## src/rtl/mul_seq_pkg.sv

```systemverilog
// Shared encodings and constants for the sequential RV32M multiplier.
package mul_seq_pkg;

    // Number of byte-pair partial products for a 32x32 multiply
    localparam int unsigned NPP = 16;

    typedef enum logic [1:0] {
        OP_MUL    = 2'b00,
        OP_MULH   = 2'b01,
        OP_MULHSU = 2'b10,
        OP_MULHU  = 2'b11
    } op_e;

    typedef enum logic [1:0] {
        S_IDLE = 2'b00,
        S_RUN  = 2'b01,
        S_FIX  = 2'b10,
        S_DONE = 2'b11
    } state_e;

endpackage

```

## src/rtl/wallace.sv

```systemverilog
// 8x8 unsigned combinational multiplier with a 16-bit product.
module wallace (
    input  logic [7:0]  i_a,
    input  logic [7:0]  i_b,
    output logic [15:0] o_p
);

    // Plain product; the compression tree is left to synthesis
    always_comb begin
        o_p = 16'(i_a) * 16'(i_b);
    end

endmodule

```

## src/rtl/mul_seq.sv

```systemverilog
// Multi-cycle RV32M MUL/MULH/MULHSU/MULHU unit. One 8x8 multiplier is
// reused over 16 byte pairs of the operand magnitudes; signed results are
// recovered by negating the accumulated magnitude product.
module mul_seq
    import mul_seq_pkg::*;
#(
    parameter int unsigned XLEN = 32
) (
    input  logic            clk,
    input  logic            rst,
    input  logic            start,
    input  logic [1:0]      op,
    input  logic [XLEN-1:0] src1,
    input  logic [XLEN-1:0] src2,
    output logic            busy,
    output logic            done,
    output logic [XLEN-1:0] result
);

    state_e              r_state;
    state_e              w_state_d;
    op_e                 r_op;
    logic                r_neg;
    logic [XLEN-1:0]     r_ma;
    logic [XLEN-1:0]     r_mb;
    logic [XLEN-1:0]     r_result;
    logic [2*XLEN-1:0]   r_acc;
    logic [3:0]          r_k;

    op_e                 w_op;
    logic                w_sa;
    logic                w_sb;
    logic [XLEN-1:0]     w_ma;
    logic [XLEN-1:0]     w_mb;
    logic [1:0]          w_i;
    logic [1:0]          w_j;
    logic [7:0]          w_a;
    logic [7:0]          w_b;
    logic [15:0]         w_pp;
    logic [5:0]          w_shamt;
    logic [2*XLEN-1:0]   w_pp_sh;
    logic [2*XLEN-1:0]   w_p;

    // Operand sign handling; MUL only needs the low half, so it stays unsigned
    assign w_op = op_e'(op);
    assign w_sa = src1[XLEN-1] & (w_op == OP_MULH || w_op == OP_MULHSU);
    assign w_sb = src2[XLEN-1] & (w_op == OP_MULH);
    assign w_ma = w_sa ? -src1 : src1;
    assign w_mb = w_sb ? -src2 : src2;

    // k[1:0] walks bytes of ma, k[3:2] walks bytes of mb
    assign w_i = r_k[1:0];
    assign w_j = r_k[3:2];
    assign w_a = r_ma[{w_i, 3'b000} +: 8];
    assign w_b = r_mb[{w_j, 3'b000} +: 8];

    wallace u_wallace (
        .i_a (w_a),
        .i_b (w_b),
        .o_p (w_pp)
    );

    // Partial product weight is 2^(8*(i+j))
    assign w_shamt = {({1'b0, w_i} + {1'b0, w_j}), 3'b000};
    assign w_pp_sh = {{(2*XLEN-16){1'b0}}, w_pp} << w_shamt;
    assign w_p     = r_neg ? -r_acc : r_acc;

    assign result = r_result;

    // State register
    always_ff @(posedge clk) begin
        if (rst) begin
            r_state <= S_IDLE;
        end else begin
            r_state <= w_state_d;
        end
    end

    // Next-state decode and status outputs
    always_comb begin
        w_state_d = r_state;
        busy      = 1'b0;
        done      = 1'b0;
        case (r_state)
            S_IDLE: begin
                if (start) begin
                    w_state_d = S_RUN;
                end
            end
            S_RUN: begin
                busy = 1'b1;
                if (r_k == 4'(NPP - 1)) begin
                    w_state_d = S_FIX;
                end
            end
            S_FIX: begin
                busy      = 1'b1;
                w_state_d = S_DONE;
            end
            S_DONE: begin
                busy      = 1'b1;
                done      = 1'b1;
                w_state_d = S_IDLE;
            end
            default: w_state_d = S_IDLE;
        endcase
    end

    // Operand capture, accumulation and final sign fix-up
    always_ff @(posedge clk) begin
        if (rst) begin
            r_op     <= OP_MUL;
            r_neg    <= 1'b0;
            r_ma     <= '0;
            r_mb     <= '0;
            r_acc    <= '0;
            r_k      <= '0;
            r_result <= '0;
        end else begin
            case (r_state)
                S_IDLE: begin
                    if (start) begin
                        r_op  <= w_op;
                        r_neg <= w_sa ^ w_sb;
                        r_ma  <= w_ma;
                        r_mb  <= w_mb;
                        r_acc <= '0;
                        r_k   <= '0;
                    end
                end
                S_RUN: begin
                    r_acc <= r_acc + w_pp_sh;
                    r_k   <= r_k + 4'd1;
                end
                S_FIX: begin
                    r_result <= (r_op == OP_MUL) ? w_p[XLEN-1:0] : w_p[2*XLEN-1:XLEN];
                end
                default: ;
            endcase
        end
    end

endmodule
```

## config.mk

```make
export PLATFORM = sky130hd
export DESIGN_NAME = mul_seq
export DESIGN_NICKNAME = d
export VERILOG_FILES = /design/src/rtl/mul_seq_pkg.sv /design/src/rtl/wallace.sv /design/src/rtl/mul_seq.sv
export SDC_FILE = /design/constraint.sdc
export NUM_CORES = 1
export LEC_CHECK = 0
export ABC_AREA = 1
export BUFFER_PORTS_ARGS = -buffer_cell sky130_fd_sc_hd__clkbuf_2
export CELL_PAD_IN_SITES_DETAIL_PLACEMENT = 0
export CELL_PAD_IN_SITES_GLOBAL_PLACEMENT = 1
export CORE_MARGIN = 4
export CORE_UTILIZATION = 44
export DETAILED_ROUTE_END_ITERATION = 10
export GPL_TIMING_DRIVEN = 0
export PLACE_DENSITY = 0.89
export SETUP_SLACK_MARGIN = 0.02
export SYNTH_ARGS = -nofsm -noshare
export SYNTH_HDL_FRONTEND = slang
export SYNTH_SLANG_ARGS = --single-unit
```

## constraint.sdc

```tcl
create_clock -name clk -period 9 [get_ports clk]
set_input_delay 1.8 -clock clk [delete_from_list [all_inputs] [get_ports clk]]
set_output_delay 1.8 -clock clk [all_outputs]
set_load 0.05 [all_outputs]
```

==> summary.md <==
| Metric | Value |
|---|---|
| Status | finished, final reports clean |
| CTS max path bufs | 2 |
| Hold WC Path Type | flop to flop |
| Critical path's slowest cell | a32oi_1 |
| Ranking of synthesized cells by area | dfxtp_1 (19%), nand2_1 (14%), a21oi_1 (9.3%), inv_1 (9.1%), nor2_1 (9.0%) |
| Layout cells sized above 1 | about 6% |
| DP Cell Count | 3,621 |
| I/O Buffers | roughly 100 |
| First-pass GRT wire length | 116.4 mm |
| Area leader, netlist | dfxtp_1 |
| Final Hold Viols | 0 |
| P&R area growth vs syn | 10.10% |
| Worst R2R Start | r_k[0] |
| Crit path time final | roughly 8.6 ns |
| Detailed Route WL | slightly below 80 mm |
| GP Congestion | roughly 1.0 |
| Slew Viols, Final | 0 |
| Worst Tran Pin Value | between 0.9 and 1 ns |
| Footprint of the multi-input gates | between 10,000 and 15,000 um^2 |
| WHS Path Cells | 2 |
| Initial Util | about 45% |
| H-tree depth | 4 |
| Crit-path most repeated cell | inv_1 |
| WS Path Type | flop to flop |
| Ant diodes | 0 |
| Worst slack, placed | about 0.038 ns |
| Post-DR vias/cell | about 5.7 |
| Final setup vio count | 0 |
| Max-cap violations | 0 |
| Number of global-route vias before repair | 19,470 |
| Commonest cells post-synth | nand2_1 (671), inv_1 (427), nor2_1 (425) |
| Clk pin slew, worst setup/hold paths | 0.08 ns |
| Mapped Avg Cell Area | ~5.9 um^2 |
| Via Count | ~21,000 |
| Die area | roughly 43,000 um^2 |
| Cell area power density | around 230 nW/um^2 |
| CP Max Fanout | 10 |
| Critical R2R Capture | r_acc[60] |
| TritonCTS clock tree | yes |
| CTS root buf | clkbuf_16 |
| Non-filler cells, final | 3,652 |
| Critical path's largest stage delay | 0.65 ns |
| HPWL Detailed | 65.30 mm |
| Worst setup SP type | flop |
| Maximum vdd drop | 0.0001528 V |
| Core Area | slightly below 40,000 um^2 |
| Unique masters post-synth | 52 |
| Per-cell routed wire length | roughly 21 um |
| 1st-pass router iterations | 5 |
| Total negative slack | 0 ns |
| Peak Freq | ~120 MHz |
| Clk_lat worst skew | around 0.52 ns |
| Crit. End Element | flop |
| Die width | 208.5 um |
| Slew HR | a little under two fifths |
| Syn nets | ~3,200 |
| Synth Instances | around 3,000 |
| Clock Sinks | ~170 |
| DRC Markers | 0 |
| Register area | 3383 um^2 |
| WP data arrival | 8.99 ns |
| 1st-iter DRT viols | between 2,000 and 2,500 |
| Static leakage | ~9.5 nW |
| Hold Startpoint | r_ma[31] |
| Final nets | between 3,000 and 4,000 |
| Fin area | ~19,000 um^2 |
| Clock skew | just under 0.03 ns |
| RSZ-0062 raised after global routing | false |
| Initial antenna violation count | 2 |
| Cell area after synthesis | around 18,000 um^2 |
| Crit path required time | approximately 9.4 ns |
| Count leader, synth | nand2_1 |
| Post-route ant nets | 0 |
| GR Overflow Total | 0 |
| Worst reg2reg path depth | 33 |
| Yosys top cell area share | 19.12% |
| Sequential share of the synthesized area | 19.12% |
| Flop2flop setup slack | about 0.39 ns |
| Hold Buf Count CTS | 0 |
| #FFs+latches synth | around 170 |
| Hold Path End | r_ma[31] |
| Placed Area | 18,850 um^2 |
| Asr flop ratio synth | 0% |
| FP Rows | 73 |
| Final WS setup | 0.3874 ns |
| Yosys warning count | 0 |
| Layout fillers | ~4,400 |
| EDFF count, synth | 0 |
| Num CTS Buffers | 17 |
| Ys flop type | dfxtp_1 |
| Final period util | ~96% |
| I/O pins | 103 |
| Die height | around 210 um |
| Largest net degree at the start of global routing | 19 |
| GRT Util Overall | between 30% and 40% |
[what timing repair did]
action / 4_1_cts / 5_1_grt
setup endpoints to repair: 1 / 25
pin swaps: 0 / 0
buffers inserted: 0 / 0
gates resized for setup: 1 / 2
[power by group]
group | total, mW | internal [mW] | switching, mW
clock | 0.814 | 0.406 | 0.408
combinational | 2.62 | 0.706 | 1.91
sequential | 1.03 | 0.898 | 0.132
total | 4.46 | 2.01 | 2.45
[area by class of cell]
type,instances,share of cell area (%)
multi-input cells,2301,63.34
flip-flops and latches,169,17.37
inverters,434,8.364
well taps,525,3.373
repair buffers,101,2.595
clock buffers,18,2.255
plain buffers,90,1.799
clock inverters,14,0.9058
[sequential cells by signal, indices dropped and copies added (netlist names)]
name	flops
r_acc	64
r_k	4
r_ma	32
r_mb	32
r_neg	1
r_op	2
r_state	2
result	32
[layer usage]
layer,track usage (%),up-vias,wire length [um]
li1,-,10020,-
met2,57.09,967,35500
met4,17.76,2,4739
met1,44.23,9641,31360
met3,6.831,208,6635
met5,0,-,13
[cell usage in the layout (no fill, tap or decap), types with 3 or more instances in the layout]
cell       synthesis  final
a21boi_0           6      6
a21o_1             6      6
a21oi_1          327    327
a31oi_1           23     23
a32oi_1           16     15
buf_1             12     11
buf_2              7      7
clkbuf_1          71     71
clkbuf_16          0     17
clkbuf_2           0    101
clkinv_1           3      3
clkinv_8           0      4
dfxtp_1          169    169
fa_1              38     38
ha_1             110    110
inv_1            427    427
inv_2              4      4
inv_8              0      4
nand2_1          671    671
nand2_2            5      5
nand3_1          175    175
nand3b_1          13     13
nand4_1           38     38
nor2_1           425    425
nor2_2            10     10
nor2_4             4      4
nor3_1            36     35
nor3_2             2      3
nor4_1             6      6
o211ai_1          15     15
o21a_1             4      4
o21ai_0          219    218
o21ai_1           17     18
o21bai_1          21     21
o221ai_1           5      5
o22ai_1            5      5
o31ai_1            7      7
or2_2              9      9
xnor2_1           11     11
xor2_1            55     55
[how the worst max path moves through the flow]
stage | startpoint | slack, ns | cells after the start | to
after global placement | r_k[0] | 0.07 | 32 | r_acc[60]
final | r_k[0] | 0.39 | 33 | r_acc[60]
after detailed placement | r_k[0] | 0.04 | 32 | r_acc[60]
after floorplan | r_k[0] | 2.63 | 36 | r_acc[37]
after CTS | r_k[0] | 0.24 | 32 | r_acc[60]
after global routing | r_k[0] | 0.07 | 33 | r_acc[60]
[cell families after synthesis]
| group | Yosys count | synth area share [%] |
|---|---|---|
| buffers and inverters | 525 | 11.21 |
| AND/OR/NAND/NOR | 1408 | 33.36 |
| flip-flops | 169 | 19.12 |
| AO/OA/AOI/OAI | 679 | 20.96 |
| XOR/XNOR | 66 | 3.268 |
| adder cells (fa/ha/maj) | 148 | 12.08 |
[critical path, delay by kind of cell (launching register included)]
family / cells / cell delay (ns)
buffers and inverters: 7 / 1.09
AO/OA/AOI/OAI: 7 / 2.08
XOR/XNOR: 1 / 0.16
flip-flops: 1 / 0.39
adder cells (fa/ha/maj): 6 / 2.72
AND/OR/NAND/NOR: 12 / 2.05
[through the flow]
step / hold WS [ns] / utilization (%) / power [mW]
2_1_floorplan: 0.4457 / - / 2.755
3_3_place_gp: 0.4561 / 47.45 / 3.572
3_5_place_dp: 0.4745 / 47.45 / 3.592
4_1_cts: 0.4893 / 49.01 / 4.412
5_1_grt: 0.5153 / 49.02 / 4.736
6_report: 0.4849 / 49.02 / 4.460
No activity file was read; power rests on OpenSTA's default activity.
